--- src/rtl/complex_fsm.sv ---
// Cola vending controller: accepts half/one-yuan coins, dispenses at PRICE, refunds on cancel.
// All outputs are registered, so every response appears one cycle after the input.
module complex_fsm #(
   parameter int unsigned PRICE = 5
) (
   input  logic       sys_clk,
   input  logic       sys_rst_n,
   input  logic       pi_money_half,
   input  logic       pi_money_one,
   input  logic       pi_cancel,
   output logic       po_cola,
   output logic       po_money,
   output logic       po_busy,
   output logic [3:0] po_balance
);

   typedef enum logic [1:0] {StIdle, StCredit, StRefund} state_e;

   localparam logic [3:0] PriceU = 4'(PRICE);

   state_e     state;
   logic [3:0] refund_cnt;
   logic [3:0] coin;
   logic [3:0] sum;

   // A one-yuan coin wins when both coin inputs fire together.
   always_comb begin
      coin = 4'd0;
      if (pi_money_one) begin
         coin = 4'd2;
      end else if (pi_money_half) begin
         coin = 4'd1;
      end
   end

   assign sum = po_balance + coin;

   always_ff @(posedge sys_clk or negedge sys_rst_n) begin
      if (!sys_rst_n) begin
         state      <= StIdle;
         refund_cnt <= 4'd0;
         po_cola    <= 1'b0;
         po_money   <= 1'b0;
         po_busy    <= 1'b0;
         po_balance <= 4'd0;
      end else begin
         po_cola  <= 1'b0;
         po_money <= 1'b0;
         case (state)
            StIdle, StCredit: begin
               if (pi_cancel) begin
                  if (sum == 4'd0) begin
                     state   <= StIdle;
                     po_busy <= 1'b0;
                  end else begin
                     // First refund pulse goes out immediately; refund_cnt holds the rest.
                     state      <= StRefund;
                     po_busy    <= 1'b1;
                     po_money   <= 1'b1;
                     refund_cnt <= sum - 4'd1;
                     po_balance <= sum - 4'd1;
                  end
               end else if (coin != 4'd0) begin
                  if (sum >= PriceU) begin
                     state      <= StIdle;
                     po_cola    <= 1'b1;
                     po_money   <= (sum == PriceU + 4'd1);
                     po_balance <= 4'd0;
                  end else begin
                     state      <= StCredit;
                     po_balance <= sum;
                  end
               end
            end
            StRefund: begin
               if (refund_cnt != 4'd0) begin
                  po_money   <= 1'b1;
                  refund_cnt <= refund_cnt - 4'd1;
                  po_balance <= refund_cnt - 4'd1;
               end else begin
                  state   <= StIdle;
                  po_busy <= 1'b0;
               end
            end
            default: begin
               state      <= StIdle;
               refund_cnt <= 4'd0;
               po_busy    <= 1'b0;
               po_balance <= 4'd0;
            end
         endcase
      end
   end

endmodule

--- config.mk ---
export PLATFORM = sky130hd
export DESIGN_NAME = complex_fsm
export DESIGN_NICKNAME = d
export VERILOG_FILES = /design/src/rtl/complex_fsm.sv
export SDC_FILE = /design/constraint.sdc
export NUM_CORES = 1
export LEC_CHECK = 0
export CAP_MARGIN = 20
export CORE_ASPECT_RATIO = 0.75
export CORE_MARGIN = 5
export CORE_UTILIZATION = 40
export DETAILED_ROUTE_END_ITERATION = 10
export GPL_TIMING_DRIVEN = 0
export MAX_ROUTING_LAYER = met4
export PLACE_DENSITY = 0.67
export SLEW_MARGIN = 20
export SYNTH_ARGS = -nofsm -noshare
export SYNTH_HDL_FRONTEND = slang
export SYNTH_SLANG_ARGS = --single-unit
export TNS_END_PERCENT = 30
--- constraint.sdc ---
create_clock -name sys_clk -period 3.83 [get_ports sys_clk]
set_input_delay 0.5745 -clock sys_clk [delete_from_list [all_inputs] [get_ports sys_clk]]
set_output_delay 0.5745 -clock sys_clk [all_outputs]
set_load 0.03 [all_outputs]
==> run metrics, run 1 <==
worst hold path class register to register; CP Data Arrival Time 3.09 ns; launch point of the worst path pi_money_half; ys async rst share 1.00; DRT antenna net count 0; post-synth net total 119; ys flop type dfrtp_1; Die Wd 68.5 µm; Leak 0.595 nW; DR pass1 iterations 4; CTS root buf clkbuf_4; status finished clean; clock-pin slew on the worst setup and hold paths 0.08 ns; Yosys reg bits 13; Die Ht 53.9 µm; worst r2r src po_balance[0]; max_cap viols 0; Core ar. 0.00238 mm²; setup violators final 0; worst-path cell chain clkdlybuf4s50_1, nor2b_1, ha_1, inv_1, fa_1, ha_1, nor2b_1, a31o_2, mux2_1; Clock Sink Count 13; Die Footprint 0.00369 mm²; setup TNS 0 ns; vias in the first global route 819; Setup Buffers After CTS 0; cts hold-fix bufs 0; worst-margin pin slew 0.767 ns; fmax 0.343 GHz; Final min period 2.92 ns; synthesized area per cell 9.78 µm²; slowest stage delay, CP 0.59 ns; # diodes 0; most common cell after layout, fill and taps aside dfrtp_1; share of layout cells above drive strength 1 0.0750; clock skew 0.00163 ns; CTS buffer count 3; wire length on met1 1170 µm; Reg2Reg Capture Point refund_cnt[0]; Fillers 221; wire length on met2 999 µm; initial core utilization 0.431; DRC viols 0; synthesized cell area 0.00103 mm²; startpoint types primary input; relative slew slack 0.484; r2r setup slk 1.45 ns; crit path max fanout 5; clock latency reported for the late side of the worst-skew pair 0.29 ns; post-synthesis sequential area ratio 0.317; RSZ-0062 raised after global routing false; Area Overhead vs Synth 17.4%; Post-synth EDFFs 0; IO Port Bufs 11; synth warn 0; count of final hold-check violations 0; Final nets 135; kind of critical path primary input to register; dpl hpwl 1760 µm; Critical Path RT 4.01 ns; initial antenna violation count 0; H-tree depth 1; first-pass GRT wire length 3890 µm; FP Rows 15; Detailed Route WL 2290 µm; Critical Path Slowest Stage Cell fa_1; largest net degree at the start of global routing 14; R2R depth 7; crit path capture refund_cnt[0]; Netlist cell types 39; Top-Level Pins 12; Vias per Instance 5.66; drt first-iter violations 41; GRT Resource Usage Total 0.146; CTS tree yes; post-CTS sizing 0; worst vdd ir 0.000435 V; highest metal used met4; commonest non-fill, non-tap cells in the layout dfrtp_1, inv_1, clkdlybuf4s50_1; Mapped Cells 105; met3 wire length 108 µm; post-layout util 0.506; Slew Limit Fails 0; average wire per standard cell 14.9 µm; remaining global-route overflow 0; total power per unit cell area 974 mW/mm²; vias 872; Max clock buf depth 2; GP Congestion 0.833; Tcrit/Tclk final 0.762; Worst setup EP type register
==> area by class of cell <==
type / count / area, µm² / share of cell area
inverter: 11 / 41.3 / 0.0342
buffer: 2 / 7.51 / 0.00622
multi-input combinational: 79 / 653 / 0.541
timing repair buffer: 11 / 110 / 0.0913
clock buffer: 4 / 26.3 / 0.0218
tap: 34 / 42.5 / 0.0353
sequential: 13 / 325 / 0.270
==> worst max-delay path, delay by kind of cell <==
family                     cells  cell delay (ns)
adders and majority gates      3             1.05
buffers and inverters          2             0.57
and+or+nand+nor                2             0.35
muxes                          1             0.33
AOI/OAI and AO/OA              1             0.22
==> metal layers <==
layer,up-vias,global-route usage
met5,-,-
met4,0,0.0198
met3,3,0.0501
met2,19,0.209
met1,424,0.201
li1,426,-
==> cells in the mapped netlist (2+ instances only) <==
master    count  share of area
nand2b_1      5          0.030
a211oi_1      2          0.015
nor3b_1       2          0.015
ha_1          8          0.097
a21oi_1       4          0.019
nor2b_1       3          0.018
and4b_1       2          0.019
o22ai_1       5          0.030
mux2_1        2          0.022
nand2_1       3          0.011
dfrtp_1      13           0.32
or2_1         2          0.012
a21o_1        4          0.029
inv_1        11          0.040
clkbuf_1      2         0.0073
mux2i_1       4          0.039
nor2_1        4          0.015
a31oi_1       4          0.024
a31o_2        2          0.017
o21ai_0       4          0.019
==> worst min path at each step <==
stage	start	to	slack, ns	cells after the start
finish	po_busy	po_busy	0.52	2
CTS	state[0]	state[0]	0.52	2
global route	state[0]	state[0]	0.55	2
detailed placement	state[0]	state[0]	0.51	2
floorplan	sys_rst_n	po_balance[0]	0.28	0
global placement	state[0]	state[0]	0.49	2
==> flip-flops by register name (all words and copies together) (netlist names) <==
name,count
po_balance,4
refund_cnt,4
state,2
po_busy,1
po_cola,1
po_money,1
==> kinds of logic after synthesis <==
logic type      count (synthesis)  share of synthesized area
fa+ha+maj                       9                      0.117
mux                             6                     0.0609
buf+inv                        13                     0.0475
simple gates                   26                      0.155
xor+xnor                        3                     0.0475
flops                          13                      0.317
compound gates                 35                      0.256
==> through the flow <==
step	power, mW	setup WS [ns]	hold WS, ns	instances	area, µm²
global placement	1.06	0.659	0.491	150	1180
floorplan	0.871	1.36	0.279	105	1030
CTS	1.18	0.949	0.525	154	1210
global route	1.28	0.800	0.546	154	1210
detailed placement	1.08	0.646	0.507	150	1180
finish	1.18	0.913	0.515	154	1210
==> report_power, final <==
group	total [mW]	switching, mW	internal [mW]
Clock	0.0916	0.0510	0.0406
Sequential	0.274	0.0666	0.207
Combinational	0.810	0.447	0.363
Total	1.18	0.565	0.610
Power figures use the tool's default switching activity.
==> inputs of run 2 (changes only) <==
- PLACE_DENSITY: 0.67 -> 0.7
- clock period: 3.83 -> 2.5 ns (I/O delays scaled with it)
==> run metrics, run 2 (synthesized netlist as in run 1, its figures left out) <==
H-tree depth 1 (unchanged); Die Ht 53.9 µm (unchanged); GP Congestion 0.812 (was 0.833); kind of critical path primary input to register (unchanged); DRC viols 0 (unchanged); initial core utilization 0.431 (unchanged); DRT antenna net count 0 (unchanged); worst hold path class primary input to asynchronous set/reset pin (was register to register); Detailed Route WL 2460 µm (was 2290 µm); Max clock buf depth 2 (unchanged); Die Footprint 0.00369 mm² (unchanged); commonest non-fill, non-tap cells in the layout dfrtp_1, inv_1, clkdlybuf4s50_1 (unchanged); IO Port Bufs 11 (unchanged); count of final hold-check violations 0 (unchanged); Reg2Reg Capture Point refund_cnt[0] (unchanged); startpoint types primary input (unchanged); Area Overhead vs Synth 22.9% (was 17.4%); fmax 0.428 GHz; worst r2r src po_balance[0] (unchanged); remaining global-route overflow 0 (unchanged); crit path max fanout 5 (unchanged); first-pass GRT wire length 4350 µm (was 3890 µm); average wire per standard cell 15.6 µm (was 14.9 µm); Clock Sink Count 13 (unchanged); setup violators final 0 (unchanged); DR pass1 iterations 4 (unchanged); # diodes 0 (unchanged); drt first-iter violations 38 (was 41); vias in the first global route 902 (was 819); max_cap viols 0 (unchanged); RSZ-0062 raised after global routing false (unchanged); r2r setup slk 0.27 ns (was 1.45 ns); dpl hpwl 1830 µm (was 1760 µm); worst-margin pin slew 0.698 ns (was 0.767 ns); cts hold-fix bufs 0 (unchanged); Core ar. 0.00238 mm² (unchanged); Top-Level Pins 12 (unchanged); CTS buffer count 3 (unchanged); Regs by FF count po_balance x4, refund_cnt x4, state x2 (unchanged); Leak 0.619 nW (was 0.595 nW); relative slew slack 0.530 (was 0.484); CTS root buf clkbuf_4 (unchanged); FP Rows 15 (unchanged); Critical Path RT 2.67 ns (was 4.01 ns); Final nets 138 (was 135); CTS tree yes (unchanged); GRT Resource Usage Total 0.163 (was 0.146); Setup WS pre-CTS -0.539 ns (was 0.646 ns); launch point of the worst path pi_money_one (was pi_money_half); Final min period 2.34 ns; Die Wd 68.5 µm (unchanged); Vias per Instance 5.54 (was 5.66); clock latency reported for the late side of the worst-skew pair 0.28 ns (was 0.29 ns); share of layout cells above drive strength 1 0.138 (was 0.0750); CP Data Arrival Time 2.51 ns (was 3.09 ns); Tcrit/Tclk final 0.935; vias 869 (was 872); status finished clean (unchanged); final worst slack 0.162 ns (was 0.913 ns); clock skew 0.000626 ns (was 0.00163 ns); worst vdd ir 0.000730 V (was 0.000435 V); initial antenna violation count 0 (unchanged); most common cell after layout, fill and taps aside dfrtp_1 (unchanged); clock-pin slew on the worst setup and hold paths 0.08 ns (about the same); total power per unit cell area 1500 mW/mm² (was 974 mW/mm²); Slew Limit Fails 0 (unchanged); Worst setup EP type register (unchanged); Fin Hold WS 0.472 ns (was 0.515 ns); R2R depth 7 (unchanged); largest net degree at the start of global routing 14 (unchanged)
run 2: cell count changes in the layout (fill, tap and decap cells not counted):
cell             before  now
ha_2                  0    1
ha_4                  0    1
a31o_4                0    1
dlygate4sd2_1         0    2
nor2b_1               3    1
nor2b_2               0    1
buf_4                 0    3
fa_1                  1    0
fa_2                  0    1
ha_1                  8    6
a31o_2                2    1
nor2b_4               0    1
clkdlybuf4s50_1      11    9
run 2: layout make-up:
cell class | count | area [µm²]
inverters | 11 | 41.3
multi-input cells | 79 | 689
flip-flops and latches | 13 | 325
well taps | 34 | 42.5
clock buffers | 4 | 26.3
repair buffers | 14 | 130
fillers | 233 | 1120
plain buffers | 2 | 7.51
run 2: how the worst max path moves through the flow:
stage | endpoint | slack (ns) | cells past startpoint
2_1_floorplan | refund_cnt[0] | 0.15 | 7
3_3_place_gp | refund_cnt[0] | -0.47 | 9
3_5_place_dp | refund_cnt[0] | -0.54 | 9
4_1_cts | refund_cnt[0] | 0.20 | 9
5_1_grt | refund_cnt[1] | 0.06 | 9
6_report | refund_cnt[0] | 0.16 | 9
run 2: power by group:
group	switching (mW)	total, mW	internal, mW
clock network	0.0751	0.137	0.0620
registers	0.104	0.422	0.318
logic	0.725	1.34	0.614
total	0.904	1.90	0.994
run 2: per-stage QoR:
step | cell area, µm² | setup TNS, ns | cells | power [mW] | util
global route | 1260 | 0 | 157 | 2.06 | 0.530
floorplan | 1030 | 0 | 105 | 1.33 | -
global placement | 1180 | -3.94 | 150 | 1.62 | 0.495
detailed placement | 1180 | -4.86 | 150 | 1.66 | 0.495
finish | 1260 | 0 | 157 | 1.90 | 0.530
CTS | 1260 | 0 | 157 | 1.89 | 0.530
run 2: repair_timing:
action / 4_1_cts / 5_1_grt
setup endpoints to repair: 9 / 0
resized for setup: 10 / 0
buffers inserted: 3 / 0
run 2: layer usage:
metal / up-vias / GRT usage / share of wire
met1: 421 / 0.222 / 0.50
met5: - / - / 0
met3: 2 / 0.0522 / 0.057
met2: 21 / 0.238 / 0.44
li1: 425 / - / -
met4: 0 / 0.0264 / 0.0049
run 2: critical path, cell delays in order:
cell           delay, ns
dlygate4sd2_1       0.31
nor2b_4             0.13
ha_2                0.17
inv_1               0.06
fa_2                0.62
ha_4                0.16
nor2b_2             0.17
a31o_4              0.19
mux2_1              0.32
==> inputs of run 3 (changes only) <==
--- a/config.mk
+++ b/config.mk
@@ -7,5 +7,5 @@
 export LEC_CHECK = 0
-export CAP_MARGIN = 20
+export CAP_MARGIN = 10
 export CORE_ASPECT_RATIO = 0.75
-export CORE_MARGIN = 5
+export CORE_MARGIN = 1
 export CORE_UTILIZATION = 40
--- a/constraint.sdc
+++ b/constraint.sdc
@@ -3,2 +3,2 @@
 set_output_delay 0.375 -clock sys_clk [all_outputs]
-set_load 0.03 [all_outputs]
+set_load 0.01 [all_outputs]
==> run metrics, run 3 (synthesized netlist as in run 1, its figures left out) <==
share of layout cells above drive strength 1 0.131 (was 0.138); total power per unit cell area 1440 mW/mm² (was 1500 mW/mm²); startpoint types primary input (unchanged); total power 1.81 mW (was 1.90 mW); vias in the first global route 803 (was 902); FP Rows 15 (unchanged); Reg2Reg Capture Point po_money (was refund_cnt[0]); Area Overhead vs Synth 22.2% (was 22.9%); first-pass GRT wire length 3970 µm (was 4350 µm); count of final hold-check violations 0 (unchanged); IO Port Bufs 11 (unchanged); kind of critical path primary input to register (unchanged); clock skew 0.00132 ns (was 0.000626 ns); worst vdd ir 0.000732 V (was 0.000730 V); CTS tree yes (unchanged); CTS buffer count 3 (unchanged); Final nets 137 (was 138); Clock Sink Count 13 (unchanged); fmax 0.428 GHz (about the same); post-layout util 0.531 (was 0.530); launch point of the worst path pi_money_one (unchanged); Slew Limit Fails 0 (unchanged); R2R depth 8 (was 7); Leak 0.610 nW (was 0.619 nW); Critical Path RT 2.67 ns (about the same); placed cell area 0.00118 mm² (unchanged); r2r setup slk 0.28 ns (was 0.27 ns); slowest stage delay, CP 0.62 ns (about the same); dpl hpwl 1830 µm (about the same); GP Congestion 0.801 (was 0.812); Fin Hold WS 0.471 ns (was 0.472 ns); Die Footprint 0.00278 mm² (was 0.00369 mm²); worst-margin pin slew 0.740 ns (was 0.698 ns); Regs by FF count po_balance x4, refund_cnt x4, state x2 (unchanged); # diodes 0 (unchanged); DR pass1 iterations 4 (unchanged); crit path max fanout 5 (unchanged); initial antenna violation count 0 (unchanged); Max clock buf depth 2 (unchanged); initial core utilization 0.434 (was 0.431); worst hold path class primary input to asynchronous set/reset pin (unchanged); crit path capture po_money (was refund_cnt[0]); post-route cell area 0.00125 mm² (was 0.00126 mm²); worst-path cell chain dlygate4sd2_1, nor2b_1, ha_2, inv_1, fa_2, ha_2, nand2b_1, nand2b_1, nor2_1, a211o_1 (was dlygate4sd2_1, nor2b_4, ha_2, inv_1, fa_2, ha_4, nor2b_2, a31o_4, mux2_1); Die Ht 45.9 µm (was 53.9 µm); most common cell after layout, fill and taps aside dfrtp_1 (unchanged); relative slew slack 0.502 (was 0.530); setup violators final 0 (unchanged); WP depth 10 (was 9); clock-pin slew on the worst setup and hold paths 0.08 ns (about the same); commonest non-fill, non-tap cells in the layout dfrtp_1, inv_1, clkdlybuf4s50_1 (unchanged); average wire per standard cell 15.6 µm (about the same); DRT antenna net count 0 (unchanged); largest net degree at the start of global routing 14 (unchanged); clock latency reported for the late side of the worst-skew pair 0.28 ns (about the same); drt first-iter violations 20 (was 38); Critical Path Slowest Stage Cell fa_2 (unchanged); Top-Level Pins 12 (unchanged); vias 869 (unchanged); CTS root buf clkbuf_4 (unchanged); DRC viols 0 (unchanged); Vias per Instance 5.57 (was 5.54); Worst setup EP type register (unchanged); max_cap viols 0 (unchanged); Die Wd 60.5 µm (was 68.5 µm); status finished clean (unchanged); Tcrit/Tclk final 0.935 (about the same); H-tree depth 1 (unchanged); CP Data Arrival Time 2.51 ns (about the same); remaining global-route overflow 0 (unchanged); worst r2r src po_balance[0] (unchanged); Final min period 2.34 ns (about the same); Detailed Route WL 2430 µm (was 2460 µm); Worst Path Buf+Inv 2 (unchanged); RSZ-0062 raised after global routing false (unchanged); crit-path leading delay family adder cells (unchanged); Core ar. 0.00236 mm² (was 0.00238 mm²); GRT Resource Usage Total 0.209 (was 0.163)
## run 3: cell types whose count changed in the layout (fill, tap and decap cells not counted), sizes merged
cell and delta:
buf -1
## run 3: stage by stage
stage	instances	setup WS, ns	setup TNS [ns]
floorplan	105	0.227	0
global placement	150	-0.455	-3.87
detailed placement	150	-0.486	-4.21
CTS	156	0.220	0
global route	156	0.00111	0
finish	156	0.163	0
## run 3: worst min-delay path by stage
stage          depth (start not counted)            end  slack, ns  startpoint
3_3_place_gp                           2       state[0]       0.50    state[0]
3_5_place_dp                           2       state[0]       0.50    state[0]
5_1_grt                                1  po_balance[1]       0.52   sys_rst_n
4_1_cts                                1        po_cola       0.49   sys_rst_n
6_report                               1  po_balance[1]       0.47   sys_rst_n
2_1_floorplan                          0  po_balance[0]       0.08   sys_rst_n
## run 3: repair_timing
item	4_1_cts	5_1_grt
setup buffers	2	0
hold buffers	0	0
hold endpoints to repair	0	0
gates resized for setup	10	0
endpoints found under the setup margin	8	0
## run 3: report_power, final
group	internal (mW)	switching [mW]
Combinational	0.608	0.639
Sequential	0.318	0.108
Clock	0.0620	0.0743
## run 3: layer usage
layer / vias to the layer above / routed length (µm) / share of wire / global-route usage
met3: 2 / 131 / 0.054 / 0.0597
met1: 415 / 1210 / 0.50 / 0.279
met5: - / 0 / 0 / -
li1: 421 / - / - / -
met4: 0 / 14 / 0.0058 / 0.0273
met2: 31 / 1070 / 0.44 / 0.325
## run 3: cell type report
cell class / instances / area, µm²
fillers: 239 / 1110
multi-input cells: 79 / 689
flip-flops and latches: 13 / 325
repair buffers: 13 / 123
well taps: 34 / 42.5
inverters: 11 / 41.3
clock buffers: 4 / 26.3
plain buffers: 2 / 7.51
